==> config.mk <==
export PLATFORM = sky130hd
export DESIGN_NAME = pipe_hazard_unit_flat
export DESIGN_NICKNAME = d
export VERILOG_FILES = /design/src/rtl/pipe_pkg.sv /design/src/rtl/pipe_hazard_unit_if.sv /design/src/rtl/mem_wait_fsm.sv /design/src/rtl/pipe_hazard_unit.sv /design/src/flat_wrapper.sv
export SDC_FILE = /design/constraint.sdc
export NUM_CORES = 1
export LEC_CHECK = 0
export ABC_AREA = 1
export CORE_MARGIN = 8
export CORE_UTILIZATION = 50
export CTS_CLUSTER_SIZE = 8
export DETAILED_ROUTE_END_ITERATION = 16
export MAX_ROUTING_LAYER = met4
export PLACE_DENSITY = 0.84
export SLEW_MARGIN = 20
export SYNTH_ARGS = -nofsm -noshare
export SYNTH_HDL_FRONTEND = slang
export SYNTH_SLANG_ARGS = --single-unit
export TNS_END_PERCENT = 5
==> constraint.sdc <==
create_clock -name clk -period 3.7 [get_ports clk]
set_input_delay 0.37 -clock clk [delete_from_list [all_inputs] [get_ports clk]]
set_output_delay 0.37 -clock clk [all_outputs]
set_load 0.01 [all_outputs]
==> src/rtl/pipe_pkg.sv <==
// Shared encodings for the pipeline hazard unit: forwarding selects, memory
// freeze FSM states and stage indices into the valid-bit vector.
package pipe_pkg;

  localparam logic [1:0] FWD_RF  = 2'b00;
  localparam logic [1:0] FWD_WB  = 2'b01;
  localparam logic [1:0] FWD_MEM = 2'b10;

  localparam int ST_ID  = 0;
  localparam int ST_EX  = 1;
  localparam int ST_MEM = 2;
  localparam int ST_WB  = 3;
  localparam int NSTG   = 4;

  typedef enum logic {M_IDLE = 1'b0, M_WAIT = 1'b1} mem_state_t;

  // The youngest producer (EX/MEM) wins over the older one in MEM/WB.
  function automatic logic [1:0] fwd_sel(input logic hit_mem, input logic hit_wb);
    if (hit_mem) return FWD_MEM;
    if (hit_wb)  return FWD_WB;
    return FWD_RF;
  endfunction

endpackage

==> src/rtl/pipe_hazard_unit_if.sv <==
// Datapath <-> hazard unit bundle: register tags and stage flags in,
// enables, valid bits and forwarding selects out.
interface pipe_hazard_unit_if #(
  parameter int REG_AW = 5,
  parameter int CNT_W  = 32
);
  logic [REG_AW-1:0] id_rs1, id_rs2, ex_rs1, ex_rs2, ex_rd, mem_rd, wb_rd;
  logic              id_use_rs1, id_use_rs2;
  logic              ex_reg_write, mem_reg_write, wb_reg_write;
  logic              ex_is_load, ex_pc_src, mem_req, mem_ack;
  logic              pc_en, en_ifid, en_idex, en_exmem, en_memwb;
  logic              v_id, v_ex, v_mem, v_wb;
  logic [1:0]        fwd_a, fwd_b;
  logic              mem_wait;
  logic [CNT_W-1:0]  stall_cnt;

  modport master (
    output id_rs1, id_rs2, ex_rs1, ex_rs2, ex_rd, mem_rd, wb_rd,
           id_use_rs1, id_use_rs2, ex_reg_write, mem_reg_write, wb_reg_write,
           ex_is_load, ex_pc_src, mem_req, mem_ack,
    input  pc_en, en_ifid, en_idex, en_exmem, en_memwb,
           v_id, v_ex, v_mem, v_wb, fwd_a, fwd_b, mem_wait, stall_cnt
  );

  modport slave (
    input  id_rs1, id_rs2, ex_rs1, ex_rs2, ex_rd, mem_rd, wb_rd,
           id_use_rs1, id_use_rs2, ex_reg_write, mem_reg_write, wb_reg_write,
           ex_is_load, ex_pc_src, mem_req, mem_ack,
    output pc_en, en_ifid, en_idex, en_exmem, en_memwb,
           v_id, v_ex, v_mem, v_wb, fwd_a, fwd_b, mem_wait, stall_cnt
  );
endinterface

==> src/rtl/mem_wait_fsm.sv <==
// Data-memory freeze tracker: selects external or fixed-latency ack and
// raises mem_wait while a valid access in MEM is still outstanding.
module mem_wait_fsm
  import pipe_pkg::*;
#(
  parameter int ACK_MODE = 1,
  parameter int DMEM_LAT = 2
) (
  input  logic clk,
  input  logic rst,
  input  logic v_mem,
  input  logic mem_req,
  input  logic mem_ack,
  output logic mem_wait
);
  localparam int CW = $clog2(DMEM_LAT + 1) + 1;

  mem_state_t    state_q, state_d;
  logic [CW-1:0] cnt_q, cnt_d;
  logic          busy, ack_int;

  always_comb begin
    busy     = v_mem & mem_req;
    ack_int  = (ACK_MODE != 0) ? mem_ack : (cnt_q == CW'(DMEM_LAT));
    mem_wait = busy & ~ack_int;
    state_d  = state_q;
    unique case (state_q)
      M_IDLE:  if (mem_wait) state_d = M_WAIT;
      // Leaving on !mem_wait covers the ack and a request that vanished.
      M_WAIT:  if (!mem_wait) state_d = M_IDLE;
      default: state_d = M_IDLE;
    endcase
    cnt_d = (state_d == M_WAIT && ACK_MODE == 0) ? cnt_q + 1'b1 : '0;
  end

  always_ff @(posedge clk) begin
    if (!rst) begin
      state_q <= M_IDLE;
      cnt_q   <= '0;
    end else begin
      state_q <= state_d;
      cnt_q   <= cnt_d;
    end
  end

endmodule

==> src/rtl/pipe_hazard_unit.sv <==
// Hazard, forwarding and stall controller for the 5-stage RV32I pipe; owns the
// stage valid bits and drives register enables and EX operand selects.
module pipe_hazard_unit
  import pipe_pkg::*;
#(
  parameter int REG_AW   = 5,
  parameter int FWD_EN   = 1,
  parameter int ACK_MODE = 1,
  parameter int DMEM_LAT = 2,
  parameter int CNT_W    = 32
) (
  input logic              clk,
  input logic              rst,
  pipe_hazard_unit_if.slave bus
);
  logic [NSTG-1:0]  vld_q, vld_d;
  logic [CNT_W-1:0] stall_cnt_q, stall_cnt_d;
  logic [NSTG-1:1]  rs1_hit, rs2_hit;
  logic             mem_wait, redirect, load_use, raw_dep, hz_stall;
  logic             pc_en, en_ifid, en_idex, en_exmem, en_memwb;

  function automatic logic prod(input logic v, input logic we,
                                input logic [REG_AW-1:0] rd, input logic [REG_AW-1:0] rs);
    return v & we & (rd != '0) & (rd == rs);
  endfunction

  mem_wait_fsm #(.ACK_MODE(ACK_MODE), .DMEM_LAT(DMEM_LAT)) u_mem (
    .clk     (clk),
    .rst     (rst),
    .v_mem   (vld_q[ST_MEM]),
    .mem_req (bus.mem_req),
    .mem_ack (bus.mem_ack),
    .mem_wait(mem_wait)
  );

  always_comb begin
    rs1_hit[ST_EX]  = prod(vld_q[ST_EX],  bus.ex_reg_write,  bus.ex_rd,  bus.id_rs1);
    rs1_hit[ST_MEM] = prod(vld_q[ST_MEM], bus.mem_reg_write, bus.mem_rd, bus.id_rs1);
    rs1_hit[ST_WB]  = prod(vld_q[ST_WB],  bus.wb_reg_write,  bus.wb_rd,  bus.id_rs1);
    rs2_hit[ST_EX]  = prod(vld_q[ST_EX],  bus.ex_reg_write,  bus.ex_rd,  bus.id_rs2);
    rs2_hit[ST_MEM] = prod(vld_q[ST_MEM], bus.mem_reg_write, bus.mem_rd, bus.id_rs2);
    rs2_hit[ST_WB]  = prod(vld_q[ST_WB],  bus.wb_reg_write,  bus.wb_rd,  bus.id_rs2);

    load_use = vld_q[ST_ID] & vld_q[ST_EX] & bus.ex_is_load &
               ((bus.id_use_rs1 & rs1_hit[ST_EX]) | (bus.id_use_rs2 & rs2_hit[ST_EX]));
    raw_dep  = vld_q[ST_ID] & ((bus.id_use_rs1 & (|rs1_hit)) | (bus.id_use_rs2 & (|rs2_hit)));
    hz_stall = load_use | ((FWD_EN == 0) && raw_dep);
    redirect = vld_q[ST_EX] & bus.ex_pc_src;

    pc_en    = 1'b1;
    en_ifid  = 1'b1;
    en_idex  = 1'b1;
    en_exmem = 1'b1;
    en_memwb = 1'b1;
    vld_d    = {vld_q[ST_MEM:ST_ID], 1'b1};
    if (mem_wait) begin
      // Everything upstream of MEM/WB holds; WB drains and receives a bubble.
      pc_en    = 1'b0;
      en_ifid  = 1'b0;
      en_idex  = 1'b0;
      en_exmem = 1'b0;
      vld_d    = {1'b0, vld_q[ST_MEM:ST_ID]};
    end else if (redirect) begin
      vld_d    = {vld_q[ST_MEM:ST_EX], 2'b00};
    end else if (hz_stall) begin
      pc_en    = 1'b0;
      en_ifid  = 1'b0;
      vld_d    = {vld_q[ST_MEM:ST_EX], 1'b0, vld_q[ST_ID]};
    end

    stall_cnt_d = (!pc_en && stall_cnt_q != '1) ? stall_cnt_q + 1'b1 : stall_cnt_q;

    bus.fwd_a = FWD_RF;
    bus.fwd_b = FWD_RF;
    if (FWD_EN != 0) begin
      bus.fwd_a = fwd_sel(prod(vld_q[ST_MEM], bus.mem_reg_write, bus.mem_rd, bus.ex_rs1),
                          prod(vld_q[ST_WB],  bus.wb_reg_write,  bus.wb_rd,  bus.ex_rs1));
      bus.fwd_b = fwd_sel(prod(vld_q[ST_MEM], bus.mem_reg_write, bus.mem_rd, bus.ex_rs2),
                          prod(vld_q[ST_WB],  bus.wb_reg_write,  bus.wb_rd,  bus.ex_rs2));
    end
  end

  always_ff @(posedge clk) begin
    if (!rst) begin
      vld_q       <= '0;
      stall_cnt_q <= '0;
    end else begin
      vld_q       <= vld_d;
      stall_cnt_q <= stall_cnt_d;
    end
  end

  assign bus.pc_en     = pc_en;
  assign bus.en_ifid   = en_ifid;
  assign bus.en_idex   = en_idex;
  assign bus.en_exmem  = en_exmem;
  assign bus.en_memwb  = en_memwb;
  assign bus.v_id      = vld_q[ST_ID];
  assign bus.v_ex      = vld_q[ST_EX];
  assign bus.v_mem     = vld_q[ST_MEM];
  assign bus.v_wb      = vld_q[ST_WB];
  assign bus.mem_wait  = mem_wait;
  assign bus.stall_cnt = stall_cnt_q;

endmodule

==> src/flat_wrapper.sv <==
// flat-port wrapper written by rule: the top's interface ports become plain ports
module pipe_hazard_unit_flat import pipe_pkg::*;
#(
  parameter int REG_AW   = 5,
  parameter int FWD_EN   = 1,
  parameter int ACK_MODE = 1,
  parameter int DMEM_LAT = 2,
  parameter int CNT_W    = 32
)
  (clk, rst, bus_id_rs1, bus_id_rs2, bus_ex_rs1, bus_ex_rs2, bus_ex_rd, bus_mem_rd, bus_wb_rd, bus_id_use_rs1, bus_id_use_rs2, bus_ex_reg_write, bus_mem_reg_write, bus_wb_reg_write, bus_ex_is_load, bus_ex_pc_src, bus_mem_req, bus_mem_ack, bus_pc_en, bus_en_ifid, bus_en_idex, bus_en_exmem, bus_en_memwb, bus_v_id, bus_v_ex, bus_v_mem, bus_v_wb, bus_fwd_a, bus_fwd_b, bus_mem_wait, bus_stall_cnt);
  pipe_hazard_unit_if #(.REG_AW(REG_AW), .CNT_W(CNT_W)) bus_i ();
  input logic clk;
  input logic rst;
  input wire logic [$bits(bus_i.id_rs1)-1:0] bus_id_rs1;
  input wire logic [$bits(bus_i.id_rs2)-1:0] bus_id_rs2;
  input wire logic [$bits(bus_i.ex_rs1)-1:0] bus_ex_rs1;
  input wire logic [$bits(bus_i.ex_rs2)-1:0] bus_ex_rs2;
  input wire logic [$bits(bus_i.ex_rd)-1:0] bus_ex_rd;
  input wire logic [$bits(bus_i.mem_rd)-1:0] bus_mem_rd;
  input wire logic [$bits(bus_i.wb_rd)-1:0] bus_wb_rd;
  input wire logic [$bits(bus_i.id_use_rs1)-1:0] bus_id_use_rs1;
  input wire logic [$bits(bus_i.id_use_rs2)-1:0] bus_id_use_rs2;
  input wire logic [$bits(bus_i.ex_reg_write)-1:0] bus_ex_reg_write;
  input wire logic [$bits(bus_i.mem_reg_write)-1:0] bus_mem_reg_write;
  input wire logic [$bits(bus_i.wb_reg_write)-1:0] bus_wb_reg_write;
  input wire logic [$bits(bus_i.ex_is_load)-1:0] bus_ex_is_load;
  input wire logic [$bits(bus_i.ex_pc_src)-1:0] bus_ex_pc_src;
  input wire logic [$bits(bus_i.mem_req)-1:0] bus_mem_req;
  input wire logic [$bits(bus_i.mem_ack)-1:0] bus_mem_ack;
  output wire logic [$bits(bus_i.pc_en)-1:0] bus_pc_en;
  output wire logic [$bits(bus_i.en_ifid)-1:0] bus_en_ifid;
  output wire logic [$bits(bus_i.en_idex)-1:0] bus_en_idex;
  output wire logic [$bits(bus_i.en_exmem)-1:0] bus_en_exmem;
  output wire logic [$bits(bus_i.en_memwb)-1:0] bus_en_memwb;
  output wire logic [$bits(bus_i.v_id)-1:0] bus_v_id;
  output wire logic [$bits(bus_i.v_ex)-1:0] bus_v_ex;
  output wire logic [$bits(bus_i.v_mem)-1:0] bus_v_mem;
  output wire logic [$bits(bus_i.v_wb)-1:0] bus_v_wb;
  output wire logic [$bits(bus_i.fwd_a)-1:0] bus_fwd_a;
  output wire logic [$bits(bus_i.fwd_b)-1:0] bus_fwd_b;
  output wire logic [$bits(bus_i.mem_wait)-1:0] bus_mem_wait;
  output wire logic [$bits(bus_i.stall_cnt)-1:0] bus_stall_cnt;
  assign bus_i.id_rs1 = bus_id_rs1;
  assign bus_i.id_rs2 = bus_id_rs2;
  assign bus_i.ex_rs1 = bus_ex_rs1;
  assign bus_i.ex_rs2 = bus_ex_rs2;
  assign bus_i.ex_rd = bus_ex_rd;
  assign bus_i.mem_rd = bus_mem_rd;
  assign bus_i.wb_rd = bus_wb_rd;
  assign bus_i.id_use_rs1 = bus_id_use_rs1;
  assign bus_i.id_use_rs2 = bus_id_use_rs2;
  assign bus_i.ex_reg_write = bus_ex_reg_write;
  assign bus_i.mem_reg_write = bus_mem_reg_write;
  assign bus_i.wb_reg_write = bus_wb_reg_write;
  assign bus_i.ex_is_load = bus_ex_is_load;
  assign bus_i.ex_pc_src = bus_ex_pc_src;
  assign bus_i.mem_req = bus_mem_req;
  assign bus_i.mem_ack = bus_mem_ack;
  assign bus_pc_en = bus_i.pc_en;
  assign bus_en_ifid = bus_i.en_ifid;
  assign bus_en_idex = bus_i.en_idex;
  assign bus_en_exmem = bus_i.en_exmem;
  assign bus_en_memwb = bus_i.en_memwb;
  assign bus_v_id = bus_i.v_id;
  assign bus_v_ex = bus_i.v_ex;
  assign bus_v_mem = bus_i.v_mem;
  assign bus_v_wb = bus_i.v_wb;
  assign bus_fwd_a = bus_i.fwd_a;
  assign bus_fwd_b = bus_i.fwd_b;
  assign bus_mem_wait = bus_i.mem_wait;
  assign bus_stall_cnt = bus_i.stall_cnt;
  pipe_hazard_unit #(.REG_AW(REG_AW), .FWD_EN(FWD_EN), .ACK_MODE(ACK_MODE), .DMEM_LAT(DMEM_LAT), .CNT_W(CNT_W)) u_core (.clk(clk), .rst(rst), .bus(bus_i));
endmodule
==> results.tsv <==
metric	value	unit
r2r_start	u_core.bus.stall_cnt[0]	
synthesis.area	2735	µm²
cp.arrival	2200	ps
setup_viol	0	
routed_wl	8640	µm
syn_inst	449	
fin_util	68.87	%
antenna_found_initial	0	
finalCritPeriodShare	69.48	%
hold_start	u_core.vld_q[2]	
h-tree-depth	2	
cts_root_buf	clkbuf_8	
cts_tree	done	
outcome	complete, no violations	
drv_slew	0	
seq_area_frac_synth	26.35	%
cp_max_fo	3	
max-vdd-ir-drop	0.0002313	V
rrSetupSlack	1130	ps
fin_ws	1129	ps
globalplace.congestion	0.9352	
hold_viol	0	
post_cts_buffers	0	
grt_usage	21.30	%
cts.path.max_buffers	2	
synth_area_per_cell	6.092	µm²
dr.pass1.iters	5	
fmax	0.3890	GHz
r2r_cells	9	
maxCapViolCount	0	
rsz0062_at_grt	no	
synth.distinct_cells	27	
critPathSlowestCell	clkdlybuf4s50_1	
tns	0	ps
crit_chain	clkdlybuf4s50_1 > xnor2_1 > nand3_1 > nor4_1 > clkdlybuf4s50_1	
timing.slew.headroom	36.22	%
hold_end	u_core.vld_q[3]	
via_count	3216	
pre_cts_slack	1131	ps
cts_resized	0	
cp-end-kind	output port	
startpoint_type	primary input	
die_h	89.96	µm
cpLargestDelayFamily	buffers and inverters	
n_fill_cell	490	
crit_buf_inv	2	
ys_warn_count	0	
portBuffers	90	
drtAntennaViolNets	0	
path_common_cell	clkdlybuf4s50_1	
final_layout_size_suffix_gt1_share	4.128	%
whs_path_depth	2	
p_per_area	218.9	nW/µm²
areaGrowthSynthToFinish	36.09	%
dieArea	8093	µm²
ctsHoldBuffers	0	
clkSinkCount	36	
ff_latch_area	720.7	µm²
critPathKind	primary input to output port	
initial_core_util	50.60	%
clk_pin_slew	70	ps
min_path_type	register to register	
placement_rows	27	
max_stage_delay	620	ps
top_level_ports	92	
viasPerCell	5.316	
required	3330	ps
grt_pass1_vias	3032	
synth_seq_cells	36	
first_iter_violations	205	
grt_overflow	0	
clk_latency	290	ps
fin_nets	579	
antenna_cells	0	
leakage	1.330	nW
coreArea	5405	µm²
drc	0	
grt_start_max_net_pins	36	
grt_pass1_wl	14350	µm
die_w	89.96	µm
rr_endpoint	u_core.bus.stall_cnt[14]	
routedWlPerCell	14.28	µm
period_needed	2571	ps
skew	1.847	ps
worstMarginPinSlew	950.9	ps
multi_input_area	1767	µm²
cts_buffers	5	
place_hpwl	6638	µm
synth_nets	496	
-- stage by stage --
step	std cells	power [mW]	area (µm²)	hold WS (ps)
6_report	605	0.8149	3722	492.4
3_3_place_gp	597	0.5264	3632	476.6
3_5_place_dp	597	0.5278	3632	480.7
5_1_grt	605	0.8414	3722	535.2
4_1_cts	605	0.8157	3722	489.6
2_1_floorplan	449	0.4546	2735	484.0
-- cell families (layout without fill, tap and decap cells) --
group,Yosys count,after routing,share of synthesized area (%)
AO/OA/AOI/OAI,35,35,6.496
XOR/XNOR,39,39,12.49
adder cells (fa/ha/maj),1,1,0.4574
buffers and inverters,54,138,9.057
flip-flops,36,36,26.35
other,1,1,0.1371
AND/OR/NAND/NOR,283,283,45.01
-- power by group --
part / switching (mW) / internal (mW)
registers: 0.00334 / 0.390
clock network: 0.144 / 0.152
logic: 0.0550 / 0.0710
total: 0.202 / 0.613
-- cells in the mapped netlist --
master / count / area (µm²)
buf_6: 2 / 22.52
buf_8: 1 / 15.01
xnor2_1: 15 / 131.4
a21oi_1: 34 / 170.2
clkbuf_1: 3 / 11.26
nor2_2: 3 / 18.77
nor4_1: 2 / 12.51
nand2_4: 1 / 11.26
nand3_1: 50 / 250.2
buf_2: 6 / 30.03
nor3_1: 18 / 90.09
nor4_2: 1 / 12.51
buf_4: 3 / 22.52
nor2_1: 47 / 176.4
inv_2: 5 / 18.77
nand4_1: 6 / 37.54
nand2_2: 4 / 25.02
nand3b_1: 6 / 45.04
conb_1: 1 / 3.750
inv_1: 33 / 123.9
nor2_4: 1 / 11.26
ha_1: 1 / 12.51
clkinv_1: 1 / 3.750
nand2_1: 144 / 540.5
xor2_1: 24 / 210.2
o21bai_1: 1 / 7.510
dfxtp_1: 36 / 720.7
-- registers in the layout (all words and copies together), names as in the netlist --
| name | cells |
|---|---|
| u_core.bus.stall_cnt | 32 |
| u_core.vld_q | 4 |
-- placed cells by master, fill, tap and decap left out, drive strengths merged --
| master | count |
|---|---|
| nand2 | 149 |
| clkdlybuf4s50 | 90 |
| nor2 | 51 |
| nand3 | 50 |
| inv | 38 |
| dfxtp | 36 |
| a21oi | 34 |
| xor2 | 24 |
| nor3 | 18 |
| xnor2 | 15 |
| clkbuf | 8 |
| nand4 | 6 |
| nand3b | 6 |
| nor4 | 3 |
| o21bai | 1 |
| clkinv | 1 |
| ha | 1 |
| conb | 1 |
| buf | 1 |
-- worst max path at each step --
stage | from | to | slack [ps] | depth (start not counted)
3_5_place_dp | bus_mem_rd[0] | bus_fwd_b[1] | 1130 | 5
6_report | bus_mem_rd[0] | bus_fwd_b[1] | 1130 | 5
4_1_cts | bus_mem_rd[0] | bus_fwd_b[1] | 1120 | 5
5_1_grt | u_core.bus.stall_cnt[0] | u_core.bus.stall_cnt[14] | 840 | 9
2_1_floorplan | u_core.vld_q[2] | bus_pc_en | 1760 | 7
3_3_place_gp | bus_wb_rd[0] | bus_fwd_b[0] | 1140 | 6
-- per-layer routing --
layer  global-route usage [%]  up-vias  share of wire, %  wire length, µm
met2                    37.73      140                50             4301
met5                        -        -                 0                0
li1                         -     1601                 -                -
met4                    7.074        0               2.4              209
met1                    23.31     1450                42             3627
met3                    4.156       25               5.8              501
-- worst min-delay path: cells and delay by family, from the launching register on --
kind	cells	cell delay (ps)
simple gates	2	110
flops	1	350
-- cell type report --
class / count / area share (%)
multi-input combinational: 359 / 47.46
timing repair buffer: 91 / 24.40
clock buffer: 8 / 2.420
inverter: 39 / 3.933
sequential: 36 / 19.36
tap: 72 / 2.420
(Power assumes the default switching activity.)
